### src/rtl/loop_replay_buffer_pkg.sv
// Shared types and constants for the loop replay buffer.
// Optional feature macro used by the top: LOOP_STATS_EN (replay iteration counter).
package loop_buf_pkg;

    typedef enum logic [1:0] {
        IDLE,
        CAPTURE,
        REPLAY,
        FLUSH
    } lrb_state_t;

    // RISC-V conditional branch major opcode (B-type)
    localparam logic [6:0] OPC_BRANCH = 7'b1100011;

endpackage

### src/rtl/loop_replay_buffer_if.sv
// Fetch/decode-side bus of the loop replay buffer.
// master: the fetch/resolve side driving instructions and mispredicts.
// slave : the loop replay buffer itself.
interface loop_replay_buffer_if #(
    parameter int XLEN = 32
);
    logic            instr_valid;
    logic [XLEN-1:0] curr_PC;
    logic [XLEN-1:0] instruction;
    logic [XLEN-1:0] immediate;
    logic            mispredict;
    logic            block_signal;
    logic            flush;
    logic [XLEN-1:0] new_pc;
    logic            out_valid;
    logic [XLEN-1:0] out_instruction;
    logic [XLEN-1:0] out_pc;

    modport master (
        output instr_valid, curr_PC, instruction, immediate, mispredict,
        input  block_signal, flush, new_pc, out_valid, out_instruction, out_pc
    );

    modport slave (
        input  instr_valid, curr_PC, instruction, immediate, mispredict,
        output block_signal, flush, new_pc, out_valid, out_instruction, out_pc
    );
endinterface

### src/rtl/loop_replay_buffer_mem.sv
// Loop body storage: DEPTH x XLEN registers, synchronous write, asynchronous read.
// Contents are not reset; only entries written during capture are ever read.
module loop_buf_mem #(
    parameter int XLEN  = 32,
    parameter int DEPTH = 16,
    parameter int PTR_W = $clog2(DEPTH)
) (
    input  logic             clk,
    input  logic             we,
    input  logic [PTR_W-1:0] waddr,
    input  logic [XLEN-1:0]  wdata,
    input  logic [PTR_W-1:0] raddr,
    output logic [XLEN-1:0]  rdata
);
    logic [XLEN-1:0] mem [DEPTH];

    // Capture write port
    always_ff @(posedge clk) begin
        if (we) begin
            mem[waddr] <= wdata;
        end
    end

    assign rdata = mem[raddr];
endmodule

### src/rtl/loop_replay_buffer.sv
// Loop replay buffer between fetch and decode: captures a short backward-branch
// loop body and replays it while stalling fetch; flushes to the fall-through PC
// on a loop-exit mispredict.
// Optional macro LOOP_STATS_EN adds the iter_count output (completed replay laps).
module loop_replay_buffer
    import loop_buf_pkg::*;
#(
    parameter int XLEN  = 32,
    parameter int DEPTH = 16
) (
    input  logic                  clk,
    input  logic                  reset,
    loop_replay_buffer_if.slave   bus
`ifdef LOOP_STATS_EN
    ,
    output logic [15:0]           iter_count
`endif
);
    localparam int PTR_W = $clog2(DEPTH);

    lrb_state_t      state;
    logic [XLEN-1:0] s_pc;
    logic [XLEN-1:0] e_pc;
    logic [PTR_W-1:0] last_idx;
    logic [PTR_W-1:0] wr_ptr;
    logic [PTR_W-1:0] rd_ptr;

    logic [XLEN-1:0] neg_imm;
    logic [XLEN-1:0] body_idx;
    logic [XLEN-1:0] wr_pc;
    logic [XLEN-1:0] rd_pc;
    logic [XLEN-1:0] rd_data;
    logic            is_bbr;
    logic            fits;
    logic            wr_match;
    logic            mem_we;
    logic            wrap;

    // Branch decode, body-length check and PC arithmetic for both pointers
    always_comb begin
        neg_imm  = -bus.immediate;
        body_idx = neg_imm >> 2;
        is_bbr   = bus.instr_valid && (bus.instruction[6:0] == OPC_BRANCH)
                   && bus.immediate[XLEN-1];
        fits     = body_idx < XLEN'(DEPTH);
        wr_pc    = s_pc + XLEN'({wr_ptr, 2'b00});
        rd_pc    = s_pc + XLEN'({rd_ptr, 2'b00});
        wr_match = bus.instr_valid && (bus.curr_PC == wr_pc);
        mem_we   = (state == CAPTURE) && !bus.mispredict && wr_match;
        wrap     = (rd_ptr == last_idx);
    end

    loop_buf_mem #(
        .XLEN  (XLEN),
        .DEPTH (DEPTH),
        .PTR_W (PTR_W)
    ) u_mem (
        .clk   (clk),
        .we    (mem_we),
        .waddr (wr_ptr),
        .wdata (bus.instruction),
        .raddr (rd_ptr),
        .rdata (rd_data)
    );

    // Control FSM with registered outputs
    always_ff @(posedge clk) begin
        if (reset) begin
            state               <= IDLE;
            s_pc                <= '0;
            e_pc                <= '0;
            last_idx            <= '0;
            wr_ptr              <= '0;
            rd_ptr              <= '0;
            bus.block_signal    <= 1'b0;
            bus.flush           <= 1'b0;
            bus.new_pc          <= '0;
            bus.out_valid       <= 1'b0;
            bus.out_instruction <= '0;
            bus.out_pc          <= '0;
`ifdef LOOP_STATS_EN
            iter_count          <= '0;
`endif
        end else begin
            bus.flush  <= 1'b0;
            bus.new_pc <= '0;
            case (state)
                IDLE, CAPTURE: begin
                    bus.block_signal <= 1'b0;
                    bus.out_valid    <= bus.instr_valid;
                    if (bus.instr_valid) begin
                        bus.out_instruction <= bus.instruction;
                        bus.out_pc          <= bus.curr_PC;
                    end
                    if (state == IDLE) begin
                        if (is_bbr && fits) begin
                            s_pc     <= bus.curr_PC + bus.immediate;
                            e_pc     <= bus.curr_PC;
                            last_idx <= body_idx[PTR_W-1:0];
                            wr_ptr   <= '0;
                            state    <= CAPTURE;
                        end
                    end else if (bus.mispredict) begin
                        state <= IDLE;
                    end else if (bus.instr_valid) begin
                        if (!wr_match) begin
                            state <= IDLE;
                        end else if ((bus.curr_PC == e_pc) && (wr_ptr == last_idx)) begin
                            state            <= REPLAY;
                            rd_ptr           <= '0;
                            bus.block_signal <= 1'b1;
`ifdef LOOP_STATS_EN
                            iter_count       <= '0;
`endif
                        end else begin
                            wr_ptr <= wr_ptr + 1'b1;
                        end
                    end
                end
                REPLAY: begin
                    // Mispredict takes priority over a same-cycle wrap
                    if (bus.mispredict) begin
                        state            <= FLUSH;
                        bus.flush        <= 1'b1;
                        bus.new_pc       <= e_pc + XLEN'(4);
                        bus.block_signal <= 1'b0;
                        bus.out_valid    <= 1'b0;
                    end else begin
                        bus.out_valid       <= 1'b1;
                        bus.out_instruction <= rd_data;
                        bus.out_pc          <= rd_pc;
                        rd_ptr              <= wrap ? '0 : rd_ptr + 1'b1;
`ifdef LOOP_STATS_EN
                        if (wrap && (iter_count != 16'hFFFF)) begin
                            iter_count <= iter_count + 16'd1;
                        end
`endif
                    end
                end
                FLUSH: begin
                    bus.out_valid <= 1'b0;
                    state         <= IDLE;
                end
                default: state <= IDLE;
            endcase
        end
    end
endmodule

### src/flat_wrapper.sv
// flat-port wrapper written by rule: the top's interface ports become plain ports
module loop_replay_buffer_flat import loop_buf_pkg::*;
#(
    parameter int XLEN  = 32,
    parameter int DEPTH = 16
)
  (clk, reset, bus_instr_valid, bus_curr_PC, bus_instruction, bus_immediate, bus_mispredict, bus_block_signal, bus_flush, bus_new_pc, bus_out_valid, bus_out_instruction, bus_out_pc);
  loop_replay_buffer_if #(.XLEN(XLEN)) bus_i ();
  input  logic clk;
  input  logic reset;
  input wire logic [$bits(bus_i.instr_valid)-1:0] bus_instr_valid;
  input wire logic [$bits(bus_i.curr_PC)-1:0] bus_curr_PC;
  input wire logic [$bits(bus_i.instruction)-1:0] bus_instruction;
  input wire logic [$bits(bus_i.immediate)-1:0] bus_immediate;
  input wire logic [$bits(bus_i.mispredict)-1:0] bus_mispredict;
  output wire logic [$bits(bus_i.block_signal)-1:0] bus_block_signal;
  output wire logic [$bits(bus_i.flush)-1:0] bus_flush;
  output wire logic [$bits(bus_i.new_pc)-1:0] bus_new_pc;
  output wire logic [$bits(bus_i.out_valid)-1:0] bus_out_valid;
  output wire logic [$bits(bus_i.out_instruction)-1:0] bus_out_instruction;
  output wire logic [$bits(bus_i.out_pc)-1:0] bus_out_pc;
  assign bus_i.instr_valid = bus_instr_valid;
  assign bus_i.curr_PC = bus_curr_PC;
  assign bus_i.instruction = bus_instruction;
  assign bus_i.immediate = bus_immediate;
  assign bus_i.mispredict = bus_mispredict;
  assign bus_block_signal = bus_i.block_signal;
  assign bus_flush = bus_i.flush;
  assign bus_new_pc = bus_i.new_pc;
  assign bus_out_valid = bus_i.out_valid;
  assign bus_out_instruction = bus_i.out_instruction;
  assign bus_out_pc = bus_i.out_pc;
  loop_replay_buffer #(.XLEN(XLEN), .DEPTH(DEPTH)) u_core (.clk(clk), .reset(reset), .bus(bus_i));
endmodule
### config.mk
export PLATFORM = sky130hd
export DESIGN_NAME = loop_replay_buffer_flat
export DESIGN_NICKNAME = d
export VERILOG_FILES = /design/src/rtl/loop_replay_buffer_pkg.sv /design/src/rtl/loop_replay_buffer_if.sv /design/src/rtl/loop_replay_buffer_mem.sv /design/src/rtl/loop_replay_buffer.sv /design/src/flat_wrapper.sv
export SDC_FILE = /design/constraint.sdc
export NUM_CORES = 1
export LEC_CHECK = 0
export BUFFER_PORTS_ARGS = -buffer_cell sky130_fd_sc_hd__buf_2
export CORE_MARGIN = 3
export CORE_UTILIZATION = 61
export DETAILED_ROUTE_END_ITERATION = 10
export PLACE_DENSITY = 0.84
export SETUP_SLACK_MARGIN = 0.3
export SYNTH_ARGS = -nofsm -noshare
export SYNTH_HDL_FRONTEND = slang
export SYNTH_SLANG_ARGS = --single-unit
### constraint.sdc
create_clock -name clk -period 6.5 [get_ports clk]
set_input_delay 1.3 -clock clk [delete_from_list [all_inputs] [get_ports clk]]
set_output_delay 1.3 -clock clk [all_outputs]
set_load 0.01 [all_outputs]
After elaboration in Yosys (flattened, before gate mapping) --
Memories as Yosys holds them, arrays and structs flattened. A register that Yosys moved wholly into a read port is not among the register bits. Index checks and enable logic that the tools add are counted. W data, S select, Z words.
Word-level totals: RAM bits 512, logic and storage cells 107, input bits 100, memory bits (read-only) 0, memories kept 1, register bits after elaboration 177, latch bits 0
Memory list:
- u_core.u_mem.mem | depth 16, width 32, rd ports 1, clocked after Yosys merged registers in 1, wr ports 1, line loop_replay_buffer_mem.sv:15 | logic [XLEN-1:0] mem [DEPTH];
Operators by class: magnitude comparators 1, equal/unequal tests 21, $mul 0, shift operators 0, reduce and logical (&&, ||, !) cells 21, mux-type cells 42, $add $sub $neg 7, bitwise gates (word level) 2, div/mod/pow operators 0
Operators with widths (number):
- $mux W32 | 4
- $pmux W32 S2 | 2
- $add A32 B6 Y32 | 2
- $eq A32 B32 Y1 | 2
- $mux W4 | 15
- $add A32 B3 Y32 const B | 1
- $add A32 B32 Y32 | 1
- $neg A32 Y32 | 1
- $lt A30 B5 Y1 const B | 1
- $mux W2 | 7
- $ne A2 B2 Y1 const B | 6
- $mux W1 | 10
- $add A4 B1 Y4 const B | 2
- $eq A4 B4 Y1 | 2
- $ne A2 B1 Y1 const B | 4
- $pmux W4 S2 | 1
- $eq A7 B7 Y1 const B | 1
- $logic_and A1 B1 Y1 | 7
- $reduce_and A7 Y1 | 1
- $pmux W2 S3 | 1
- $reduce_and A3 Y1 | 2
- $reduce_and A6 Y1 | 1
- $reduce_bool A2 Y1 | 3
- $ne A5 B5 Y1 const B | 1
- other kinds (13) | 16

Logic depth before layout (Yosys ltp) --
Gate-level depths: netlist of the first run.
word-level depth 10, gate-level depth with buffers 13

Modules after synthesis --
A second synthesis of the first run with hierarchy kept.
Second synthesis, totals: cells, all modules 2283, area total of the unflattened synthesis 30426.7 um2
Modules (own cells, without submodules):
- loop_buf_mem | cells each 806, seq. area each 15374.7 um2, instances 1, area each 19194.7 um2
- loop_replay_buffer | cells each 1477, seq. area each 3543.4 um2, instances 1, area each 11232.0 um2

Worst setup path before layout of the first run --
Ideal clock, no wire load.
kind input port to flip-flop, start point input port bus_curr_PC[4], end point memory u_core.u_mem.mem[0][0], enable pin, slack 1545 ps, buffers on the path 0, library setup time 425 ps, data arrival time 4530 ps, stages 10, cells stage by stage xnor3_1 nand4_1 nor3_1 nand3_1 nor3_1 nand4_1 nor4b_1 and3_1 nor3b_1 nor2b_1
Between the ends: longest elaborated chain between the ends 5
Ends and longest elaborated chain:
- from (decl) | line flat_wrapper.sv:12 | input wire logic [$bits(bus_i.curr_PC)-1:0] bus_curr_PC;
- $eq A32 B32 Y1 | line loop_replay_buffer.sv:48 | wr_match = bus.instr_valid && (bus.curr_PC == wr_pc);
- $logic_and A1 B1 Y1 | line loop_replay_buffer.sv:48
- $logic_and A1 B1 Y1 | line loop_replay_buffer.sv:49 | mem_we = (state == CAPTURE) && !bus.mispredict && wr_match;
- $mux W1 | line loop_replay_buffer_mem.sv:19 | if (we) begin
- $mux W1 (implied by the code) | line loop_replay_buffer_mem.sv:20 | mem[waddr] <= wdata;
- to (decl) | line loop_replay_buffer_mem.sv:15
No other way between the ends.

Worst setup path after layout of the first run --
start point register u_core.wr_ptr[0], end point memory u_core.u_mem.mem[9][13], enable pin
Between the ends: longest elaborated chain between the ends 6
Ends and longest elaborated chain:
- from (decl) | line loop_replay_buffer.sv:25 | logic [PTR_W-1:0] wr_ptr;
- from (signal assigned) | line loop_replay_buffer.sv:116 | wr_ptr <= wr_ptr + 1'b1;
- $add A32 B6 Y32 | line loop_replay_buffer.sv:46 | wr_pc = s_pc + XLEN'({wr_ptr, 2'b00});
- $eq A32 B32 Y1 | line loop_replay_buffer.sv:48
- $logic_and A1 B1 Y1 | line loop_replay_buffer.sv:48
- $logic_and A1 B1 Y1 | line loop_replay_buffer.sv:49
- $mux W1 | line loop_replay_buffer_mem.sv:19
- $mux W1 (implied by the code) | line loop_replay_buffer_mem.sv:20
Parallel ways exist; a longest one is shown, timed or not.

==> reports/summary.txt, run 1 <==
Largest area contributor in the netlist = edfxtp_1
Final Cycle Share = 81.8%
Ys async rst share = 0%
CTS tree = yes
Share of cells above drive strength 1 = 21.6%
Worst EP arrival = 5620 ps
Largest net degree at the start of global routing = 85
I/O pin count = 199
Status = finished, final reports clean
Post-place instance area = 32300 µm²
CORE AREA = 49200 µm²
Cells after DPL = 2975
Total track usage = 34.6%
TritonCTS buffer count = 71
Final Util = 70.3%
RSZ-0062 raised after global routing = no
Number of synthesized flops with an enable pin = 512
Cell count of the worst hold path = 2
Hpwl dp = 55900 µm
Minimum clock period = 5320 ps
Synth Register Bits = 693
Yosys warnings = 0
M1 GR Usage = 44.0%
Die W = 230 µm
Via count = 21000
Top-area cell type share of the netlist area = 50.4%
Met3 GRT Util = 6.36%
Initial antenna violation count = 2
Commonest non-fill, non-tap cell in the layout = edfxtp_1
Port Buf Inserts = 198
Routed WL = 90200 µm
Worst Setup Path Type = flop to flop
Synthesized area = 30500 µm²
DR pass1 iterations = 6
DP Worst Slack = 1300 ps
Worst Skew = 31.7 ps
Crit path max fanout = 20
FMAX = 188 MHz
CTS clock-pin slew for the worst setup and hold paths = 60 ps
Peak supply drop = 0.000285 V
DRC = 0
Final nets = 2532
LEAKAGE = 11.6 nW
Min-delay worst type = flop to flop
Clk sink count = 693
Via-per-instance ratio = 6.76
Root Driver = clkbuf_16
Syn_nets = 2350
Fin cells = 3105
Final Max Tran Viols = 0
Post-CTS Setup Inserts = 0
Setup TNS = 0 ps
Wire per inst = 29.1 µm
Post-synth top flop = edfxtp_1
Clk Latency, worst-skew pair = 630 ps
Final WS setup = 1180 ps
Sequential share of the synthesized area = 62.3%
Row cnt = 81
Die footprint = 52700 µm²
Reg2Reg Setup Slack = 1180 ps
Number of H-tree levels = 3
Worst Reg-to-Reg Cells = 12
Critical Path RT = 6800 ps
Syn_area_per_cell = 13.9 µm²
Vias in the first global route = 20600
Drt initial violations = 2371
Most frequent cells in the layout = 512 x edfxtp_1, 247 x nand2_1, 197 x buf_2
Resized cells post-CTS = 0
Top cells by area, synth = edfxtp_1 50%, dfxtp_1 12%, mux4_2 12%
R2r endpoint = u_core.u_mem.mem[9][13]$_DFFE_PP_
Die H = 230 µm
Setup crit start kind = flop
Global routing's busiest layer = met2
Worst reg2reg startpoint = u_core.wr_ptr[0]$_SDFFE_PP0P_
Endpoints failing setup = 0
Hold path start = u_core.bus.out_pc[3]$_SDFFE_PP0P_
Met2 Use GR = 58.6%
CP endpoint kind = flop
Post-Syn Instances = 2202
Count of cell types in the netlist = 71
Initial Utilization = 62.1%
First-pass GRT wire length = 135000 µm
ANT nets after route = 0
Placer Congestion = 0.934
Synthesis-to-layout area growth = 13.3%
Final Hold Viols = 0
GRT overflow = 0
Cts hold-fix bufs = 0
Slew at the pin closest to its max-slew limit = 1360 ps
Power Density = 268 nW/µm²
Max Cap Violations = 0
Slew headroom = 8.97%
Worst min-delay path endpoint = u_core.bus.out_pc[3]$_SDFFE_PP0P_
Fin area = 34500 µm²
Maximum root-to-sink buffer count = 3
==> cell families after synthesis <==
group	synth area share (%)
multiplexers	12.1
buffers and inverters	1.88
flip-flops	62.3
AO/OA/AOI/OAI	7.03
XOR/XNOR	4.47
AND/OR/NAND/NOR	10.2
adder cells (fa/ha/maj)	2.08
==> cell type report <==
type | instances | area, µm²
Sequential cell | 693 | 19000
Fill cell | 3084 | 14600
Multi-Input combinational cell | 1363 | 11100
Clock buffer | 99 | 1980
Timing Repair Buffer | 232 | 1260
Tap cell | 664 | 831
Clock inverter | 30 | 290
Inverter | 23 | 86.3
Antenna cell | 1 | 2.50
==> routing by layer <==
metal / vias to the layer above / wire [µm]
met1: 10500 / 31800
met4: 4 / 4550
met5: - / 21
li1: 8801 / -
met2: 1474 / 45600
met3: 262 / 8270
==> worst max path at each step <==
stage	from	to	slack, ps	depth (start not counted)
floorplan	bus_curr_PC[4]	u_core.u_mem.mem[0][0]$_DFFE_PP_	1540	10
global placement	bus_curr_PC[19]	u_core.u_mem.mem[14][15]$_DFFE_PP_	1420	12
detailed placement	bus_curr_PC[16]	u_core.u_mem.mem[9][18]$_DFFE_PP_	1300	12
CTS	u_core.wr_ptr[0]$_SDFFE_PP0P_	u_core.u_mem.mem[9][15]$_DFFE_PP_	1300	12
global route	u_core.wr_ptr[0]$_SDFFE_PP0P_	u_core.u_mem.mem[9][19]$_DFFE_PP_	910	12
finish	u_core.wr_ptr[0]$_SDFFE_PP0P_	u_core.u_mem.mem[9][13]$_DFFE_PP_	1180	12
==> critical path, cell delays in order (launching register included) <==
cell       delay [ps]
dfxtp_1           520
ha_1              250
fa_1              270
a211oi_1          150
nor2_1            520
nand4_1           190
xnor2_1           200
a2111oi_0         490
nor4b_1           300
and3_1            410
nand3b_1          440
nor2_4            870
buf_4             380
==> power by group <==
group	leakage (nW)	internal, W	total [W]	switching, W
registers	6.07	0.00476	0.00478	0.0000182
clock network	1.10	0.00227	0.00402	0.00174
logic	4.47	0.000153	0.000462	0.000310
total	11.6	0.00719	0.00926	0.00207
==> per-stage QoR <==
step | total power (W) | hold WS (ps)
2_1_floorplan | 0.00511 | 452
3_3_place_gp | 0.00531 | 447
3_5_place_dp | 0.00532 | 445
4_1_cts | 0.00928 | 452
5_1_grt | 0.00950 | 491
6_report | 0.00926 | 464
==> synth_stat cells, drive strengths merged (21+ instances only) <==
cell type / n
a21oi: 141
xnor2: 74
nor2: 178
a311oi: 44
xor2: 79
nand4: 35
dfxtp: 181
inv: 23
nand2: 248
nand3: 54
edfxtp: 512
a211oi: 26
clkbuf: 89
buf: 34
a21o: 21
mux4: 160
o21ai: 33
ha: 45
==> state kept, by name (all words and copies together), names as in the netlist, named ones only <==
signal and flops:
u_core.u_mem.mem 512, u_core.bus.new_pc 32, u_core.bus.out_instruction 32, u_core.bus.out_pc 32, u_core.e_pc 32, u_core.s_pc 32
u_core.last_idx 4, u_core.rd_ptr 4, u_core.wr_ptr 4, u_core.state 2, u_core.bus.block_signal 1, u_core.bus.flush 1
u_core.bus.out_valid 1
Note: power is estimated with default switching activity, not from simulation.
==> inputs of run 2 (changes only) <==
- clock period: 6.5 -> 5.5 ns (I/O delays scaled with it)
==> reports/summary.txt, run 2 (synthesis results as in run 1) <==
Wire per inst = 29.3 µm (was 29.1 µm)
LEAKAGE = 11.7 nW (was 11.6 nW)
Hold path start = u_core.bus.out_pc[25]$_SDFFE_PP0P_ (was u_core.bus.out_pc[3]$_SDFFE_PP0P_)
Worst Reg-to-Reg Cells = 12 (unchanged)
Row cnt = 81 (unchanged)
Most frequent cells in the layout = 512 x edfxtp_1, 247 x nand2_1, 197 x buf_2 (unchanged)
Final Util = 70.7% (was 70.3%)
I/O pin count = 199 (unchanged)
Peak supply drop = 0.000319 V (was 0.000285 V)
Via count = 21100 (was 21000)
Worst Setup Path Type = flop to flop (unchanged)
Max reg flops = 512 (unchanged)
Hpwl dp = 55200 µm (was 55900 µm)
Routed WL = 91200 µm (was 90200 µm)
Clk sink count = 693 (unchanged)
Placer Congestion = 0.976 (was 0.934)
Cells after DPL = 2982 (was 2975)
Total power = 0.0111 W (was 0.00926 W)
Reg2Reg Setup Slack = 650 ps (was 1180 ps)
Setup crit start kind = flop (unchanged)
Final Max Tran Viols = 0 (unchanged)
Fin cells = 3110 (was 3105)
Maximum root-to-sink buffer count = 3 (unchanged)
CORE AREA = 49200 µm² (unchanged)
Cell count of the worst hold path = 2 (unchanged)
Die footprint = 52700 µm² (unchanged)
R2r endpoint = u_core.u_mem.mem[13][29]$_DFFE_PP_ (was u_core.u_mem.mem[9][13]$_DFFE_PP_)
Largest net degree at the start of global routing = 76 (was 85)
Root Driver = clkbuf_16 (unchanged)
Endpoints failing setup = 0 (unchanged)
Worst EP arrival = 5140 ps (was 5620 ps)
Final WS setup = 653 ps (was 1180 ps)
RSZ-0062 raised after global routing = no (unchanged)
Vias in the first global route = 20800 (was 20600)
Status = finished, final reports clean (unchanged)
Synthesis-to-layout area growth = 13.9% (was 13.3%)
Number of H-tree levels = 3 (unchanged)
Slew headroom = 16.7% (was 8.97%)
Slew at the pin closest to its max-slew limit = 1250 ps (was 1360 ps)
Setup TNS = 0 ps (unchanged)
TritonCTS buffer count = 71 (unchanged)
ANT nets after route = 0 (unchanged)
Critical Path RT = 5790 ps (was 6800 ps)
DR pass1 iterations = 7 (was 6)
Share of cells above drive strength 1 = 22.3% (was 21.6%)
CTS clock-pin slew for the worst setup and hold paths = 60 ps (about the same)
Drt initial violations = 2367 (was 2371)
Commonest non-fill, non-tap cell in the layout = edfxtp_1 (unchanged)
Largest Register = u_core.u_mem.mem (unchanged)
Die W = 230 µm (unchanged)
Worst min-delay path endpoint = u_core.bus.out_pc[25]$_SDFFE_PP0P_ (was u_core.bus.out_pc[3]$_SDFFE_PP0P_)
Min-delay worst type = flop to flop (unchanged)
Final Hold Viols = 0 (unchanged)
Initial Utilization = 62.1% (unchanged)
CP endpoint kind = flop (unchanged)
Total track usage = 34.6% (about the same)
DP Worst Slack = 781 ps (was 1300 ps)
Initial antenna violation count = 2 (unchanged)
Fillers = 3038 (was 3084)
Final Cycle Share = 88.1% (was 81.8%)
FMAX = 206 MHz (was 188 MHz)
Post-CTS Setup Inserts = 0 (unchanged)
Die H = 230 µm (unchanged)
Clk Latency, worst-skew pair = 610 ps (was 630 ps)
Port Buf Inserts = 198 (unchanged)
Via-per-instance ratio = 6.78 (was 6.76)
CTS tree = yes (unchanged)
Power Density = 318 nW/µm² (was 268 nW/µm²)
First-pass GRT wire length = 135000 µm (about the same)
Max Cap Violations = 0 (unchanged)
Worst reg2reg startpoint = u_core.wr_ptr[0]$_SDFFE_PP0P_ (unchanged)
Minimum clock period = 4850 ps (was 5320 ps)
Worst Skew = 26.0 ps (was 31.7 ps)
Crit path max fanout = 12 (was 20)
GRT overflow = 0 (unchanged)
DRC = 0 (unchanged)
Final nets = 2539 (was 2532)
-- run 2: worst max-delay path by stage --
stage,startpoint,end,cells after the start
6_report,u_core.wr_ptr[0]$_SDFFE_PP0P_,u_core.u_mem.mem[13][29]$_DFFE_PP_,12
4_1_cts,u_core.wr_ptr[0]$_SDFFE_PP0P_,u_core.u_mem.mem[0][4]$_DFFE_PP_,12
5_1_grt,u_core.wr_ptr[0]$_SDFFE_PP0P_,u_core.u_mem.mem[15][29]$_DFFE_PP_,12
3_5_place_dp,u_core.wr_ptr[0]$_SDFFE_PP0P_,u_core.u_mem.mem[13][27]$_DFFE_PP_,12
2_1_floorplan,u_core.wr_ptr[0]$_SDFFE_PP0P_,u_core.u_mem.mem[0][0]$_DFFE_PP_,11
3_3_place_gp,bus_curr_PC[4],u_core.u_mem.mem[13][23]$_DFFE_PP_,12
-- run 2: report_power, final --
| group | internal [W] | leakage [nW] | switching [W] | total, W |
|---|---|---|---|---|
| Sequential | 0.00563 | 6.07 | 0.0000220 | 0.00565 |
| Clock | 0.00278 | 1.13 | 0.00208 | 0.00486 |
| Combinational | 0.000182 | 4.54 | 0.000370 | 0.000552 |
| Total | 0.00859 | 11.7 | 0.00247 | 0.0111 |
-- run 2: cell type report --
cell class              count  area, µm²  area share (%)
flip-flops and latches    693      19000            54.7
multi-input cells        1363      11100            31.9
clock buffers              91       1930            5.55
repair buffers            239       1440            4.14
well taps                 664        831            2.39
clock inverters            36        372            1.07
inverters                  23       86.3           0.248
diodes                      1       2.50         0.00720
-- run 2: metal layers --
layer,vias up,wire length (µm),GRT usage (%),share of wire [%]
li1,8816,-,-,-
met1,10400,32500,44.3,36
met2,1563,45200,58.2,50
met3,331,8730,5.82,9.6
met4,2,4690,16.6,5.1
met5,-,20,0,0.022
-- run 2: critical path: stages, from the launching register on --
cell and delay (ps):
dfxtp_1 480, ha_1 250, fa_1 270, a211oi_1 140, nor2_1 510, nand4_1 200, xnor2_1 200, a2111oi_0 500
nor4b_1 270, and3_1 310, nand3_1 420, nor2_4 620, buf_4 340
-- run 2: metrics by stage --
| stage | hold slack (ps) | instance area [µm²] |
|---|---|---|
| 6_report | 484 | 34800 |
| 5_1_grt | 504 | 34800 |
| 4_1_cts | 480 | 34700 |
| 3_5_place_dp | 472 | 32400 |
| 3_3_place_gp | 461 | 32400 |
| 2_1_floorplan | 452 | 30500 |
-- run 2: timing repair --
action                                  CTS  global route
hold buffers                              0             0
resized for setup                         0             1
endpoints found under the setup margin    0           108
